## src/rtl/alu_pkg.sv

```systemverilog
// rtl/alu_pkg.sv - shared widths, opcodes, FSM states and command record for the ALU issue stage
package alu_pkg;

  localparam int ALU_W = 16;
  localparam int OP_W  = 3;

  localparam logic [OP_W-1:0] OP_ADD = 3'b000;
  localparam logic [OP_W-1:0] OP_SUB = 3'b001;
  localparam logic [OP_W-1:0] OP_AND = 3'b010;
  localparam logic [OP_W-1:0] OP_OR  = 3'b011;
  localparam logic [OP_W-1:0] OP_XOR = 3'b100;
  localparam logic [OP_W-1:0] OP_SHL = 3'b101;
  localparam logic [OP_W-1:0] OP_SHR = 3'b110;
  localparam logic [OP_W-1:0] OP_MUL = 3'b111;

  typedef enum logic [1:0] {
    ST_IDLE,
    ST_ISSUE,
    ST_WAIT,
    ST_HOLD
  } state_t;

  typedef struct packed {
    logic [ALU_W-1:0] a;
    logic [ALU_W-1:0] b;
    logic [OP_W-1:0]  op;
  } alu_cmd_t;

endpackage

```

## src/rtl/alu_cmd_fifo.sv

```systemverilog
// rtl/alu_cmd_fifo.sv - synchronous command FIFO; head is the oldest entry, pointers wrap modulo DEPTH
module alu_cmd_fifo
  import alu_pkg::*;
#(
  parameter int DEPTH = 4
) (
  input  logic                     clk,
  input  logic                     rst_n,
  input  logic                     push,
  input  alu_cmd_t                 push_data,
  input  logic                     pop,
  output logic                     full,
  output logic                     empty,
  output logic [$clog2(DEPTH):0]   count,
  output alu_cmd_t                 head
);

  localparam int AW = $clog2(DEPTH);

  alu_cmd_t       mem [DEPTH];
  logic [AW-1:0]  wr_ptr;
  logic [AW-1:0]  rd_ptr;
  logic           do_push;
  logic           do_pop;

  assign full    = (count == (AW+1)'(DEPTH));
  assign empty   = (count == '0);
  assign do_push = push && !full;
  assign do_pop  = pop && !empty;
  assign head    = mem[rd_ptr];

  always_ff @(posedge clk) begin
    if (do_push) begin
      mem[wr_ptr] <= push_data;
    end
  end

  always_ff @(posedge clk) begin
    if (!rst_n) begin
      wr_ptr <= '0;
      rd_ptr <= '0;
      count  <= '0;
    end else begin
      if (do_push) begin
        wr_ptr <= wr_ptr + AW'(1);
      end
      if (do_pop) begin
        rd_ptr <= rd_ptr + AW'(1);
      end
      case ({do_push, do_pop})
        2'b10:   count <= count + (AW+1)'(1);
        2'b01:   count <= count - (AW+1)'(1);
        default: count <= count;
      endcase
    end
  end

endmodule

```

## src/rtl/alu_issue_ctrl.sv

```systemverilog
// rtl/alu_issue_ctrl.sv - buffers ALU commands, issues one at a time with a single enable pulse, holds each result
module alu_issue_ctrl
  import alu_pkg::*;
#(
  parameter int DEPTH   = 4,
  parameter int ALU_LAT = 1
) (
  input  logic                   clk,
  input  logic                   rst_n,
  input  logic                   in_valid,
  output logic                   in_ready,
  input  logic [ALU_W-1:0]       in_a,
  input  logic [ALU_W-1:0]       in_b,
  input  logic [OP_W-1:0]        in_op,
  output logic [ALU_W-1:0]       alu_a,
  output logic [ALU_W-1:0]       alu_b,
  output logic [OP_W-1:0]        alu_op,
  output logic                   alu_enable,
  input  logic [ALU_W-1:0]       alu_result,
  input  logic                   alu_zero,
  input  logic                   alu_carry,
  output logic                   out_valid,
  input  logic                   out_ready,
  output logic [ALU_W-1:0]       out_result,
  output logic                   out_zero,
  output logic                   out_carry,
  output logic [OP_W-1:0]        out_op,
  output logic                   busy,
  output logic [$clog2(DEPTH):0] fifo_count
);

  localparam int LW = $clog2(ALU_LAT + 1);

  state_t         state_q, state_d;
  logic [LW-1:0]  wait_q, wait_d;
  logic           fifo_full, fifo_empty, fifo_push, fifo_pop;
  logic           take, load, bypass, capture;
  alu_cmd_t       head, in_cmd, next_cmd;

  assign in_cmd    = '{a: in_a, b: in_b, op: in_op};
  assign in_ready  = rst_n && !fifo_full;
  assign fifo_push = in_valid && in_ready && !bypass;
  assign next_cmd  = bypass ? in_cmd : head;
  assign out_valid = (state_q == ST_HOLD);
  assign busy      = (state_q != ST_IDLE) || !fifo_empty;

  alu_cmd_fifo #(.DEPTH(DEPTH)) u_fifo (
    .clk       (clk),
    .rst_n     (rst_n),
    .push      (fifo_push),
    .push_data (in_cmd),
    .pop       (fifo_pop),
    .full      (fifo_full),
    .empty     (fifo_empty),
    .count     (fifo_count),
    .head      (head)
  );

  // An arriving command with an empty FIFO goes straight to the operand registers.
  always_comb begin
    state_d    = state_q;
    wait_d     = wait_q;
    take       = 1'b0;
    load       = 1'b0;
    bypass     = 1'b0;
    fifo_pop   = 1'b0;
    capture    = 1'b0;
    alu_enable = 1'b0;
    case (state_q)
      ST_IDLE: take = 1'b1;
      ST_ISSUE: begin
        alu_enable = 1'b1;
        wait_d     = LW'(ALU_LAT);
        state_d    = ST_WAIT;
      end
      ST_WAIT: begin
        wait_d = wait_q - LW'(1);
        if (wait_q == LW'(1)) begin
          capture = 1'b1;
          state_d = ST_HOLD;
        end
      end
      ST_HOLD: begin
        if (out_ready) begin
          take    = 1'b1;
          state_d = ST_IDLE;
        end
      end
      default: state_d = ST_IDLE;
    endcase
    if (take) begin
      if (!fifo_empty) begin
        load     = 1'b1;
        fifo_pop = 1'b1;
        state_d  = ST_ISSUE;
      end else if (in_valid && in_ready) begin
        load    = 1'b1;
        bypass  = 1'b1;
        state_d = ST_ISSUE;
      end
    end
  end

  always_ff @(posedge clk) begin
    if (!rst_n) begin
      state_q    <= ST_IDLE;
      wait_q     <= '0;
      alu_a      <= '0;
      alu_b      <= '0;
      alu_op     <= '0;
      out_result <= '0;
      out_zero   <= 1'b0;
      out_carry  <= 1'b0;
      out_op     <= '0;
    end else begin
      state_q <= state_d;
      wait_q  <= wait_d;
      if (load) begin
        alu_a  <= next_cmd.a;
        alu_b  <= next_cmd.b;
        alu_op <= next_cmd.op;
      end
      if (capture) begin
        out_result <= alu_result;
        out_zero   <= alu_zero;
        out_carry  <= alu_carry;
        out_op     <= alu_op;
      end
    end
  end

endmodule

```

## config.mk

```make
export PLATFORM = sky130hd
export DESIGN_NAME = alu_issue_ctrl
export DESIGN_NICKNAME = d
export VERILOG_FILES = /design/src/rtl/alu_pkg.sv /design/src/rtl/alu_cmd_fifo.sv /design/src/rtl/alu_issue_ctrl.sv
export SDC_FILE = /design/constraint.sdc
export NUM_CORES = 1
export LEC_CHECK = 0
export CAP_MARGIN = 30
export CELL_PAD_IN_SITES_DETAIL_PLACEMENT = 0
export CELL_PAD_IN_SITES_GLOBAL_PLACEMENT = 1
export CORE_ASPECT_RATIO = 1.75
export CORE_MARGIN = 2
export CORE_UTILIZATION = 45
export CTS_BUF_LIST = sky130_fd_sc_hd__clkbuf_8 sky130_fd_sc_hd__clkbuf_16
export CTS_CLUSTER_DIAMETER = 80
export DETAILED_ROUTE_END_ITERATION = 6
export PLACE_DENSITY_LB_ADDON = 0.1
export SYNTH_ARGS = -nofsm -noshare
export SYNTH_HDL_FRONTEND = slang
export SYNTH_SLANG_ARGS = --single-unit
```

## constraint.sdc

```tcl
create_clock -name clk -period 3.7 [get_ports clk]
set_clock_uncertainty 0.1 [all_clocks]
set_input_delay 0.555 -clock clk [delete_from_list [all_inputs] [get_ports clk]]
set_output_delay 0.555 -clock clk [all_outputs]
set_load 0.02 [all_outputs]
```

After elaboration in Yosys (flattened, before gate mapping)
Memory sizes are Yosys's and may differ from the RTL's. A register that Yosys moved wholly into a read port is not among the register bits.
Cells that the tools add are included.
Word-level totals
  RAM bits: 140
  input port bits: 57
  memories kept: 1
  word-level logic and storage cells: 63
  output and inout port bits: 63
  register bits after elaboration: 66
Cells by class
  reductions and logical operators: 14
  mux-type cells: 25
  eq/ne operators: 6
  add/subtract/negate cells: 5
Memory list
  u_fifo.mem: words 4, bits a word 35, read ports 1, clocked after memory_dff 1, write ports 1, line alu_cmd_fifo.sv:20  | alu_cmd_t mem [DEPTH];
Operators by type and width (number)
  $mux 35: 1
  $mux 2: 7
  $mux 1: 13
  $eq 2x2->1 const B: 3
  $pmux 2 s3: 1
  $pmux 3 s2: 1
  $reduce_bool 2->1: 3
  $logic_and 1x1->1: 5
  $add 2x1->2 const B: 2
  $eq 2x1->1 const B: 2
  $pmux 1 s2: 2
  $add 3x1->3 const B: 1
  $eq 3x3->1 const B: 1
  $logic_not 1->1: 3
  $logic_not 3->1: 1
  $sub 3x1->3 const B: 1
  $logic_not 2->1: 1
  $logic_or 1x1->1: 1
  $sub 1x1->1 const B: 1

Longest topological paths before layout
Gate-level depths: netlist (run 1).
  depth in word-level cells: 12
  depth in mapped cells: 11
  depth with buffers taken out: 10

Hierarchy
From an unflattened synthesis (run 1), not the netlist that was laid out.
Second synthesis, totals
  cells, all modules: 485
  area total of the unflattened synthesis: 7992.7 um^2
By module, submodules not included
  alu_cmd_fifo: times used 1, area each 5577.8 um^2, seq. area each 4384.2 um^2, cells each 237
  alu_issue_ctrl: times used 1, area each 2414.8 um^2, seq. area each 1181.1 um^2, cells each 248

Least setup slack after synthesis (run 1)
Ideal clock, no wire load.
  kind: register -> register
  from: register state_q[0]
  to: memory u_fifo.mem[0][0] (netlist name) (enable)
  arrival: 2.170 ns
  period minus slack after synthesis: 2.665 ns
  cell stages (with the launch flop): 5
  path slack: 1.035 ns
  required time: 3.204 ns
  cells stage by stage: dfxtp_1 -> ha_1 -> a21oi_2 -> o211a_1 -> and2_1
On the way
  longest elaborated chain between the ends: 8
  elaborated cells on any way between the ends: 9
Ends and longest elaborated chain
  start: declaration: line alu_issue_ctrl.sv:34  | state_t state_q, state_d;
  start signal: assignment: line alu_issue_ctrl.sv:116  | state_q <= state_d;
  $eq 2x2->1
  named net out_valid: line alu_issue_ctrl.sv:22  | output logic out_valid,
  $pmux 1 s2: line alu_issue_ctrl.sv:69  | case (state_q)
  $mux 1: line alu_issue_ctrl.sv:91  | if (take) begin
  $logic_not 1->1: line alu_issue_ctrl.sv:42  | assign fifo_push = in_valid && in_ready && !bypass;
  $logic_and 1x1->1: line alu_issue_ctrl.sv:42
  $logic_and 1x1->1: line alu_cmd_fifo.sv:28  | assign do_push = push && !full;
  $mux 1: line alu_cmd_fifo.sv:33  | if (do_push) begin
  $mux 1 (implied by the code): line alu_cmd_fifo.sv:34  | mem[wr_ptr] <= push_data;
  end: declaration: line alu_cmd_fifo.sv:20
The timed path passes the listed nets, and every way through them passes these cells.

Final worst setup path (run 1)
  from: register state_q[0]
  to: register u_fifo.count[2]
On the way
  elaborated cells on any way between the ends: 13
RTL lines
  $eq 2x2->1 or $logic_not 2->1 (tied branches): line alu_issue_ctrl.sv:69
  $pmux 1 s2 (*): line alu_issue_ctrl.sv:69
  $mux 1 (*): line alu_issue_ctrl.sv:91
  $logic_and 1x1->1 (*): line alu_cmd_fifo.sv:29  | assign do_pop = pop && !empty;
  named net u_fifo.do_pop: line alu_cmd_fifo.sv:24  | logic do_pop;
  $eq 2x1->1 or $eq 2x2->1 (tied branches): line alu_cmd_fifo.sv:50  | case ({do_push, do_pop})
  $pmux 3 s2 or $reduce_bool 2->1 (tied branches)
  end signal: assignment: line alu_cmd_fifo.sv:51  | 2'b10: count <= count + (AW+1)'(1);
  end signal: assignment: line alu_cmd_fifo.sv:52  | 2'b01: count <= count - (AW+1)'(1);
  end signal: assignment: line alu_cmd_fifo.sv:53  | default: count <= count;
  end: declaration: line alu_cmd_fifo.sv:14  | output logic [$clog2(DEPTH):0] count,
The timed path passes the listed nets; every way through them passes the cells marked *.
A chain may end at the register's enable or synchronous reset.

==> impl_results.md, run 1 <==
- Placed Cells: 869
- Critical Path Sink: u_fifo.count[2]
- WL/cell: 18.7 microns
- Most frequent cells in the layout: edfxtp_1, clkdlybuf4s50_1, nand2_1, dfxtp_1, mux4_2
- Worst slack, placed: 0.407 ns
- Row count: between 60 and 70
- Post-synth EDFFs: 140
- Worst-Margin Slew: 0.900 ns
- Final HPWL DP: 10800 microns
- Layout cells sized above 1: 0.143
- Die Y: 181 microns
- Clock Path Buffers: 3
- Critical Path AT: 3.29 ns
- Hold-fix buffers, CTS: 0
- Worst-path maximum fanout: 9
- Final wirelength: 16900 microns
- Global-route wire length before repair: 27400 microns
- Status: completed
- Number of global-route vias before repair: between 5k and 6k
- CP startpoint: state_q[0]
- Synth top area share: 0.521
- Total power: about 7.2 mW
- FF+latch count, synth: ~210
- Kind of critical path: flop to flop
- Commonest non-fill, non-tap cell in the layout: edfxtp_1
- Worst Slack Setup Final: ~0.7 ns
- Fmax achieved: around 0.33 GHz
- IO Pins: 120
- Slowest-stage cell, CP: nor3_1
- Starting DRT DRC Count: 229
- Post-Route Utilization: 0.575
- Crit-path most repeated cell: ha_1
- Nets: about 730
- Drt pass-1 iters: 4
- Synth Warn #: 0
- Tmin final: 2.99 ns
- Slew Limit Fails: 0
- Cell taking the most area after synthesis: edfxtp_1
- Area post-placement: 0.00949 sq mm
- Clock Pin Slew Worst Setup and Hold Paths: around 0.07 ns
- Period utilization: 0.807
- Lkg Pwr: 3.39 nW
- GP Congestion: 0.726
- Hold Slack: around 0.36 ns
- Crit Reg-Reg Endpoint: u_fifo.count[2]
- Post-Layout Cell Count: 902
- CTS buffer count: 19
- Hold crit path type: flop to flop
- Setup violations, final: 0
- Die width: around 110 microns
- Max transition margin: 0.400
- Setup TNS: 0 ns
- Worst setup EP type: flop
- Worst-path cell chain: inv_1 -> ha_1 -> nor3_1 -> ha_1 -> fa_1 -> xnor2_1 -> or3_1 -> a21boi_0
- Die area: 0.0191 sq mm
- Layout fillers: 1400
- Peak supply drop: 0.441 mV
- Gate Count Post-Synth: 536
- Avg Inst Size Synth: 15.0 sq um
- Area contributors post-synth: edfxtp_1, dfxtp_1, mux4_2
- Core Area: 0.0175 sq mm
- Worst Path Required: 4.00 ns
- CTS tree: yes
- Unique cell type count in the Yosys netlist: 41
- Pwr Density: 712 mW/mm^2
- Startpoint types: flop
- Total grt overflow: 0
- Vias per cell: ~5.3
- Clock sink count: 208
- Via Count: 4755
- Final Instance Area: 0.0101 sq mm
- Sequential area share after synthesis: 0.690
- Number of diodes: 0
- Later-pin clock latency in the skew report: 0.48 ns
- Setup bufs post-CTS: 0
- Initial antenna violation count: 0
- Gates resized, CTS repair: 0
- CTS root buffer: clkbuf_16
- Syn Std Cell Area: ~0.0081 sq mm
- Async SR Flop Fraction: 0
- Total GRT Usage: 0.184
- Largest net degree at the start of global routing: 70
- Slowest stage delay, CP: 0.78 ns
- Drt drc: 0
- RSZ-0062 raised after global routing: false
- Routed Antenna Nets: 0
- Clock H-tree levels: 1
- Max-capacitance violation count: 0
- Worst R2R Start: state_q[0]
- IO Port Bufs: approximately 120
- Sequential cell area: 0.00557 sq mm
- Area occupied by multi-input gates: 0.00227 sq mm
- Final Hold Viols: 0
- Setup slack, reg-to-reg: 0.71 ns
- Initial core utilization: 0.460
- Area grow syn2layout: 25.1%
- Reg2Reg Depth: 8
- Prevailing post-synth register cell: edfxtp_1
- Syn Nets: 603
## area by class of cell
class,count,share of cell area
flip-flops and latches,208,0.552
multi-input cells,291,0.225
repair buffers,134,0.132
clock buffers,20,0.0485
well taps,231,0.0286
clock inverters,13,0.0114
inverters,5,0.00186
## how the worst min path moves through the flow
stage | start | end | slack, ns | depth (start not counted)
2_1_floorplan | u_fifo.rd_ptr[1] | flop | 0.35 | 2
3_3_place_gp | out_zero | out_zero | 0.35 | 2
3_5_place_dp | out_result[2] | out_result[2] | 0.36 | 2
4_1_cts | out_result[2] | out_result[2] | 0.37 | 2
5_1_grt | out_carry | out_carry | 0.38 | 2
6_report | out_result[4] | out_result[4] | 0.36 | 2
## logic make-up (layout without fill, tap and decap cells)
kind of cell	Yosys count	count (layout)	share of synthesized area
DFF	208	208	0.690
and+or+nand+nor	141	141	0.0785
AOI/OAI and AO/OA	98	98	0.0797
muxes	38	38	0.101
buffers and inverters	37	172	0.0295
adders and majority gates	10	10	0.0164
xor gates and xnor gates	4	4	0.00434
## cell usage after synthesis, types with 2 or more instances
master	instances
edfxtp_1	140
nand2_1	109
dfxtp_1	68
mux4_2	35
o21ai_0	33
a31oi_1	31
a21boi_0	22
clkbuf_1	16
and2_1	11
ha_1	9
clkbuf_8	6
inv_1	5
a221o_2	4
and3_1	4
buf_2	4
buf_6	4
nor2b_1	4
mux2i_1	3
nor3_1	3
xnor2_1	3
nand2b_1	2
## metal layers
layer	GRT usage	wire, microns
met5	0	0
met4	0.0597	347
met3	0.0289	816
met2	0.345	9290
met1	0.211	6440
## where the power goes
part / switching, mW / leakage (nW) / total (mW) / internal (mW)
clock network: 0.807 / 0.313 / 1.91 / 1.10
logic: 1.23 / 1.26 / 2.23 / 0.999
registers: 0.200 / 1.82 / 3.04 / 2.84
## flip-flops by register name (all words and copies together), names as in the netlist, named ones only
name and count:
out_zero 1, alu_a 16, alu_op 3, out_carry 1, u_fifo.mem 140, u_fifo.rd_ptr 2, u_fifo.count 3, out_op 3
alu_b 16, state_q 2, out_result 16, wait_q 1, u_fifo.wr_ptr 2
## critical path: cells and delay by family (launching register included)
family	cells	cell delay, ns
buffers and inverters	1	0.10
xor gates and xnor gates	1	0.08
adders and majority gates	3	0.99
and+or+nand+nor	2	1.08
AOI/OAI and AO/OA	1	0.16
DFF	1	0.40
Note: power is estimated with default switching activity, not from simulation.
==> run 2, diff against run 1 <==
- clock period: 3.7 -> 3 ns (I/O delays scaled with it)
==> run 2 against run 1 <==
  * Routed wire length shrank 1.6%
  * Non-clock buffer count grew 6
  * Cell area grew 1.4%
  * Via count grew 1.1%
  * Clock power grew 35%
  * Combinational power grew 26%
  * Core utilization grew 0.80 points
  * Register-to-register slack lost 0.33 ns
  * Flip-flop and latch count is the same
  * Total power grew 27%
  * Setup slack lost 0.39 ns
  * Sequential share of layout area shrank 0.76 points
  * Critical path type is now flop to primary output
  * Highest routed layer unchanged
==> impl_results.md, run 2 (same netlist as run 1, synthesis figures left out) <==
- Later-pin clock latency in the skew report: 0.49 ns (about the same)
- Total grt overflow: 0 (unchanged)
- GP Congestion: 0.749 (+3.1%)
- Die Y: 181 microns (unchanged)
- Routed Antenna Nets: 0 (unchanged)
- CTS buffer count: 19 (unchanged)
- Most frequent cells in the layout: edfxtp_1, clkdlybuf4s50_1, nand2_1, dfxtp_1, mux4_2
- Clock Path Buffers: 3 (unchanged)
- Hold Slack: 0.351 ns (-0.0131 ns)
- Final wirelength: 16600 microns (-1.6%)
- Via Count: 4805 (+1.1%)
- Kind of critical path: flop to primary output
- Period utilization: 0.893
- Clock Pin Slew Worst Setup and Hold Paths: 0.07 ns (about the same)
- Clock H-tree levels: 1 (unchanged)
- Hold crit path type: primary input to flop
- Max transition margin: 0.511 (+0.111)
- Area occupied by multi-input gates: 0.00227 sq mm (unchanged)
- Lkg Pwr: 3.46 nW (+2.0%)
- Initial antenna violation count: 0 (unchanged)
- Post-Route Utilization: 0.583 (+0.00799)
- Slew Limit Fails: 0 (unchanged)
- Layout cells sized above 1: 0.152 (+0.00885)
- Status: completed
- Biggest register: u_fifo.mem
- Initial core utilization: 0.460 (unchanged)
- Die width: 105 microns (unchanged)
- Worst-path cell chain: or3b_2 -> and2_1 -> clkdlybuf4s50_1
- RSZ-0062 raised after global routing: false
- Worst-path maximum fanout: 6 (-3)
- Setup slack, reg-to-reg: 0.38 ns (-0.33 ns)
- Final Hold Viols: 0 (unchanged)
- Starting DRT DRC Count: 173 (-24%)
- Number of global-route vias before repair: 5080 (+0.65%)
- Vias per cell: 5.29 (+0.27%)
- IO Pins: 120 (unchanged)
- Final HPWL DP: 10800 microns (-0.62%)
- Number of diodes: 0 (unchanged)
- Slowest-stage cell, CP: clkdlybuf4s50_1
- IO Port Bufs: 119 (unchanged)
- Combinational fraction of design power: 0.309 (-0.002)
- Peak supply drop: 0.538 mV (+22%)
- Clock group share of total power: 0.282 (+0.017)
- Fmax achieved: 0.373 GHz
- Worst Path Required: 2.45 ns (-1.55 ns)
- Power share of the sequential group: 0.409 (-0.015)
- Largest net degree at the start of global routing: 52 (-26%)
- Layout fillers: 1410 (+0.71%)
- CTS tree: yes
- Drt drc: 0 (unchanged)
- Core Area: 0.0175 sq mm (unchanged)
- Area grow syn2layout: 26.9%
- Pint: 6.37 mW (+29%)
- Global-route wire length before repair: 26900 microns (-1.8%)
- Largest register FFs: 140 (unchanged)
- Setup TNS: 0 ns (unchanged)
- Worst setup EP type: primary output
- Nets: 732 (+0.83%)
- Max-capacitance violation count: 0 (unchanged)
- Startpoint types: flop
- Slowest stage delay, CP: 0.53 ns (-0.25 ns)
- Worst-Margin Slew: 0.734 ns (-0.166 ns)
- Tmin final: 2.68 ns
- Net load switching power: 2.77 mW (+24%)
- Sequential cell area: 0.00557 sq mm (unchanged)
- Drt pass-1 iters: 4 (unchanged)
- Gates resized, CTS repair: 0 (unchanged)
- Pwr Density: 894 mW/mm^2 (+26%)
- Setup bufs post-CTS: 0 (unchanged)
- Row count: 64 (unchanged)
- Setup violations, final: 0 (unchanged)
- Total GRT Usage: 0.178 (-0.00555)
- Clock sink count: 208 (unchanged)
- Commonest non-fill, non-tap cell in the layout: edfxtp_1
- WL/cell: 18.3 microns (-2.4%)
- Die area: 0.0191 sq mm (unchanged)
- Critical Path AT: 2.13 ns (-1.16 ns)
- Switching Share: 0.303 (-0.00835)
- Hold-fix buffers, CTS: 0 (unchanged)
- CTS root buffer: clkbuf_16
## run 2: cell count changes in the layout (fill, tap and decap cells not counted), sizes merged
cell and change:
buf +6, bufinv +2, clkbuf +2, clkinv -1, clkinvlp -1, inv -1
## run 2: per-stage QoR
step | cells | power (mW) | instance area (sq um) | setup WS, ns
global route | 909 | 9.63 | 10200 | 0.219
CTS | 909 | 9.27 | 10200 | 0.293
detailed placement | 875 | 6.66 | 9560 | 0.268
global placement | 875 | 6.61 | 9560 | 0.342
finish | 909 | 9.15 | 10200 | 0.321
floorplan | 536 | 5.57 | 8070 | 0.335
## run 2: final timing paths
kind / start / to / cells past startpoint
setup reg to reg: state_q[0] / u_fifo.count[2] / 10
hold reg to reg: out_result[0] / out_result[0] / 2
setup / recovery: u_fifo.count[2] / in_ready / 3
hold / removal: rst_n / alu_a[4] / 4
## run 2: routing by layer
layer  track usage  part of all wire
met1         0.208              0.39
met2         0.338              0.55
met3        0.0245             0.041
met4        0.0464             0.016
met5             0                 0
## run 2: cell type report
type | count | area share
inverter | 5 | 0.00183
clock buffer | 22 | 0.0505
clock inverter | 12 | 0.0154
timing repair buffer | 140 | 0.137
sequential | 208 | 0.544
multi-input combinational | 291 | 0.222
tap | 231 | 0.0282
## run 2: power by group through the flow
stage,registers [mW],clock network (mW),logic (mW)
after floorplan,4.03,0,1.54
after global placement,3.79,0,2.82
after detailed placement,3.80,0,2.86
after CTS,3.75,2.65,2.88
after global routing,3.79,2.75,3.09
final,3.74,2.58,2.82
## run 2: critical path, delay by kind of cell, from the launching register on
family                 cells  cell delay [ns]
buffers and inverters      1             0.53
DFF                        1             0.42
and+or+nand+nor            2             0.69
